**src/rtl/serial_tx_pkg.sv**
```systemverilog
// Shared definitions for the serial_tx / serial_rx link: FSM encodings and
// the clamp helpers that map degenerate frame parameters onto legal ones.
package serial_tx_pkg;

   typedef enum logic [1:0] {
      ST_IDLE  = 2'd0,
      ST_WAIT  = 2'd1,
      ST_SHIFT = 2'd2
   } serial_state_t;

   // n0 / n1 of zero would never match a sensible edge, so they behave as 1.
   function automatic logic [31:0] clamp1_32(input logic [31:0] v);
      return (v == 32'd0) ? 32'd1 : v;
   endfunction

   function automatic logic [7:0] clamp_nbits(input logic [7:0] v, input int unsigned max_w);
      logic [7:0] r;
      r = (v == 8'd0) ? 8'd1 : v;
      if (32'(r) > max_w) begin
         r = 8'(max_w);
      end
      return r;
   endfunction

endpackage

```
**src/rtl/serial_tx.sv**
```systemverilog
// Serial transmitter: sends nbits of a word MSB first on y, with every bit edge
// aligned to the shared cnt timebase so the far-end serial_rx samples in step.
module serial_tx
   import serial_tx_pkg::*;
#(
   parameter logic P_Y_INIT     = 1'b0,
   parameter int   P_DATA_WIDTH = 256
) (
   input  logic                    clk,
   input  logic                    rst,
   input  logic                    start,
   input  logic                    abort,
   input  logic [P_DATA_WIDTH-1:0] data,
   input  logic [7:0]              nbits,
   input  logic [31:0]             n0,
   input  logic [31:0]             n1,
   input  logic [31:0]             cnt,
   output logic                    y,
   output logic                    busy,
   output logic                    done
);

   serial_state_t           state_reg;
   logic [P_DATA_WIDTH-1:0] sr_reg;
   logic [7:0]              nbits_reg;
   logic [7:0]              bitcnt_reg;
   logic [31:0]             n0_reg;
   logic [31:0]             n1_reg;
   logic [31:0]             next_edge_reg;

   logic [7:0]              nbits_clamped;
   logic [15:0]             align_shift;
   logic [P_DATA_WIDTH-1:0] sr_load;
   logic                    last_bit;

   // The word is left-aligned at load time so the outgoing bit is always the
   // register MSB; this replaces a wide variable-index mux with one shifter.
   always_comb begin
      nbits_clamped = clamp_nbits(nbits, P_DATA_WIDTH);
      align_shift   = 16'(P_DATA_WIDTH) - 16'(nbits_clamped);
      sr_load       = data << align_shift;
      last_bit      = (bitcnt_reg == (nbits_reg - 8'd1));
   end

   always_ff @(posedge clk) begin
      if (rst) begin
         state_reg     <= ST_IDLE;
         y             <= P_Y_INIT;
         busy          <= 1'b0;
         done          <= 1'b0;
         sr_reg        <= '0;
         nbits_reg     <= 8'd1;
         bitcnt_reg    <= 8'd0;
         n0_reg        <= 32'd1;
         n1_reg        <= 32'd1;
         next_edge_reg <= 32'd0;
      end else begin
         done <= 1'b0;
         case (state_reg)
            ST_IDLE: begin
               y    <= P_Y_INIT;
               busy <= 1'b0;
               if (start && !abort) begin
                  sr_reg    <= sr_load;
                  nbits_reg <= nbits_clamped;
                  n0_reg    <= clamp1_32(n0);
                  n1_reg    <= clamp1_32(n1);
                  busy      <= 1'b1;
                  state_reg <= ST_WAIT;
               end
            end

            ST_WAIT: begin
               if (abort) begin
                  y         <= P_Y_INIT;
                  busy      <= 1'b0;
                  state_reg <= ST_IDLE;
               end else if (cnt == n0_reg) begin
                  y             <= sr_reg[P_DATA_WIDTH-1];
                  sr_reg        <= sr_reg << 1;
                  next_edge_reg <= n0_reg + n1_reg;
                  bitcnt_reg    <= 8'd0;
                  state_reg     <= ST_SHIFT;
               end else begin
                  y <= P_Y_INIT;
               end
            end

            ST_SHIFT: begin
               if (abort) begin
                  y         <= P_Y_INIT;
                  busy      <= 1'b0;
                  state_reg <= ST_IDLE;
               end else if (cnt == next_edge_reg) begin
                  if (last_bit) begin
                     y         <= P_Y_INIT;
                     done      <= 1'b1;
                     busy      <= 1'b0;
                     state_reg <= ST_IDLE;
                  end else begin
                     y             <= sr_reg[P_DATA_WIDTH-1];
                     sr_reg        <= sr_reg << 1;
                     next_edge_reg <= next_edge_reg + n1_reg;
                     bitcnt_reg    <= bitcnt_reg + 8'd1;
                  end
               end
            end

            default: begin
               y         <= P_Y_INIT;
               busy      <= 1'b0;
               state_reg <= ST_IDLE;
            end
         endcase
      end
   end

endmodule
```
**config.mk**
```make
export PLATFORM = sky130hd
export DESIGN_NAME = serial_tx
export DESIGN_NICKNAME = d
export VERILOG_FILES = /design/src/rtl/serial_tx_pkg.sv /design/src/rtl/serial_tx.sv
export SDC_FILE = /design/constraint.sdc
export NUM_CORES = 2
export LEC_CHECK = 0
export ABC_AREA = 1
export ABC_CLOCK_PERIOD_IN_PS = 4400
export BUFFER_PORTS_ARGS = -buffer_cell sky130_fd_sc_hd__buf_4
export CAP_MARGIN = 20
export CORE_AREA = 3 3 329 331
export DETAILED_ROUTE_END_ITERATION = 16
export DIE_AREA = 0 0 332 334
export PLACE_DENSITY = 0.57
export SLEW_MARGIN = 25
export SYNTH_ARGS = -nofsm -noshare
export SYNTH_HDL_FRONTEND = slang
export SYNTH_SLANG_ARGS = --single-unit
export TNS_END_PERCENT = 50
```
**constraint.sdc**
```tcl
create_clock -name clk -period 4.4 [get_ports clk]
set_clock_uncertainty 0.05 [all_clocks]
set_input_delay 0.44 -clock clk [delete_from_list [all_inputs] [get_ports clk]]
set_output_delay 0.44 -clock clk [all_outputs]
set_load 0.05 [all_outputs]
```
==> metrics.txt <==
status completed; IO Count 367; Final HPWL DP 196000 microns; Final Hold Viols 0; FF-to-FF End next_edge_reg[18]; largest net degree at the start of global routing 258; DR iter-0 viols 8055; R2R Setup Slk 0.71 ns; Post-Synth Adder-Cell Area 1.24%; hold buffers post-CTS 1; Post-Syn Area 40000 sq um; top post-synthesis cells by area nand3_1 36%, dfxtp_1 19%, nand2_1 16%, a21oi_1 7.6%, o21ai_0 5.1%; critical path peak fanout 46; Mapped Cells 7337; GRT Util Overall 43.0%; Worst-Margin Slew 1.01 ns; most common cell after layout, fill and taps aside nand3_1; Final GP Congestion 1.05; clock-pin slew on the worst setup and hold paths 0.07 ns; drt drc 0; fmax 263 MHz; RSZ-0062 raised after global routing false; Nets 7748; Critical Path Source nbits[4]; vias in the first global route 52402; critical path type in2reg; Final Critical Period 3.81 ns; Area Growth Syn to Fin 14.7%; Data required, critical path 4.85 ns; post-synth top area cell nand3_1; first-pass GRT wire length 356000 microns; syn_area_per_cell 5.45 sq um; Setup Fix Bufs, Post-CTS 0; max-cap violation count 0; clk_lat worst skew 0.59 ns; CP Capture Point sr_reg[155]; setup TNS 0 ns; Post-CTS Resized 0; die width 332 microns; Worst EP arrival 4.26 ns; worst stage delay on the critical path 0.59 ns; HP Class in2reg; reg2reg path depth 19; maximum root-to-sink buffer count 3; post-route cell area 45800 sq um; core area 105000 sq um; Post-synth EDFFs 0; height of the die 334 microns; post-synthesis cell type count 39; full die area 111000 sq um; initial antenna violation count 2; largest family of logic cells by synthesized area simple AND/OR/NAND/NOR gates; total number of vias 55801; mux cell area share after synthesis 0%; CTS H-tree lvls 2; Slowest cell on crit path nor3_1; Compound-Gate Fraction of Synth Area 14.1%; Num CTS Buffers 40; syn_nets 7740; number of synthesized register bits 373; Rows 119; DRT Pass-1 Iters 8; CP Capture Type flip-flop; Synth Warn # 0; register area share after synthesis 18.7%; DR WL/cell 28.5 microns; Pins Over Slew Limit 0; simple logic cell fraction of the synthesized area 55.9%; pwr/cell area 440 nW/um^2; Fillers 11641; Leakage 21.3 nW; area share of the largest cell type after synthesis 35.5%; Async SR Flop Fraction 0%; max FFs per register 256; PortBufs 366; DR vias/cell 6.36; clock root cell clkbuf_16; CTS tree done; Slew headroom 32.5%; RR Startpoint state_reg[0]; DRT Wirelength 249000 microns; fin crit share 86.5%; CP Cell Sequence buf_4 -> nor2_1 -> nand2_1 -> inv_1 -> a21oi_4 -> ha_4 -> xnor2_2 -> buf_12 -> inv_6 -> buf_4 -> nand3_1 -> nand3_1 -> nand3_1 -> nand2_1 -> nand2_1 -> nor3_1 -> o21ai_0 -> a21oi_1; post-route antenna net violation count 0; # setup viols final 0; CTS sink cnt 373; placed cell area 44500 sq um; Primary FF master, synth dfxtp_1; VDD IR max 0.000490 V; share of cells above drive strength 1 9.42%; XOR/XNOR share of the synthesized area 1.88%; GRT overflow 0; leading cell types in the layout, fill and taps excluded 2837 x nand3_1, 1719 x nand2_1, 605 x a21oi_1, 537 x buf_4, 404 x o21ai_0; Critical Path Start Type input port; Starting Density 37.9%
## per-layer routing
metal,track usage [%],up-vias,wire (microns)
met4,38.3,2,27100
li1,-,25604,-
met3,5.45,921,17200
met2,70.1,3254,112000
met1,49.7,26020,92900
met5,0,-,10
## synthesized netlist by cell type (7+ instances only)
library cell,count
a21oi_1,606
dfxtp_1,373
inv_1,207
nand2_1,1721
o211ai_1,22
nor2_1,183
buf_2,108
or2_2,17
nor4_1,12
clkbuf_1,411
o21ai_1,28
buf_1,103
xor2_1,32
xnor2_1,54
nor3_1,36
a31oi_1,7
ha_1,38
nand3_1,2837
o21ai_0,404
nand4_1,86
## metrics by stage
step	util, %	std cells	total power [mW]	worst slack, ns	hold slack (ns)
after floorplan	-	7337	11.8	1.02	0.400
after global placement	42.2	8692	16.1	0.0731	0.405
after detailed placement	42.2	8692	16.1	0.182	0.412
after CTS	43.5	8765	19.8	0.748	0.0452
after global routing	43.5	8766	21.2	0.409	0.0531
final	43.5	8767	20.2	0.594	0.0648
## cell families after synthesis
| family | Yosys count |
|---|---|
| and+or+nand+nor | 4908 |
| AOI/OAI and AO/OA | 1094 |
| buffers and inverters | 837 |
| DFF | 373 |
| xor gates and xnor gates | 86 |
| adders and majority gates | 39 |
## how the worst min path moves through the flow
stage	start	to	slack [ns]	depth (start not counted)
floorplan	n1_reg[19]	n1_reg[19]	0.40	2
global placement	busy	busy	0.41	2
detailed placement	busy	busy	0.41	2
CTS	n0[1]	n0_reg[1]	0.05	3
global route	n0[1]	n0_reg[1]	0.05	3
finish	n0[1]	n0_reg[1]	0.06	3
## area by class of cell
class,count,area (sq um),share of cell area (%)
Antenna cell,1,2.50,0.00546
Clock buffer,55,1130,2.46
Clock inverter,17,229,0.499
Inverter,215,860,1.87
Multi-Input combinational cell,6127,29400,64.1
Sequential cell,373,7470,16.3
Tap cell,1391,1740,3.80
Timing Repair Buffer,588,5050,11.0
## power by group
group	switching [mW]	internal, mW
clock	1.62	2.05
combinational	8.14	3.25
sequential	0.653	4.45
total	10.4	9.75
## critical path: cells and delay by family
kind	cells	cell delay, ns
and+or+nand+nor	8	1.83
buffers and inverters	5	1.16
AOI/OAI and AO/OA	3	0.43
adders and majority gates	1	0.18
xor gates and xnor gates	1	0.14
(Power assumes the default switching activity.)
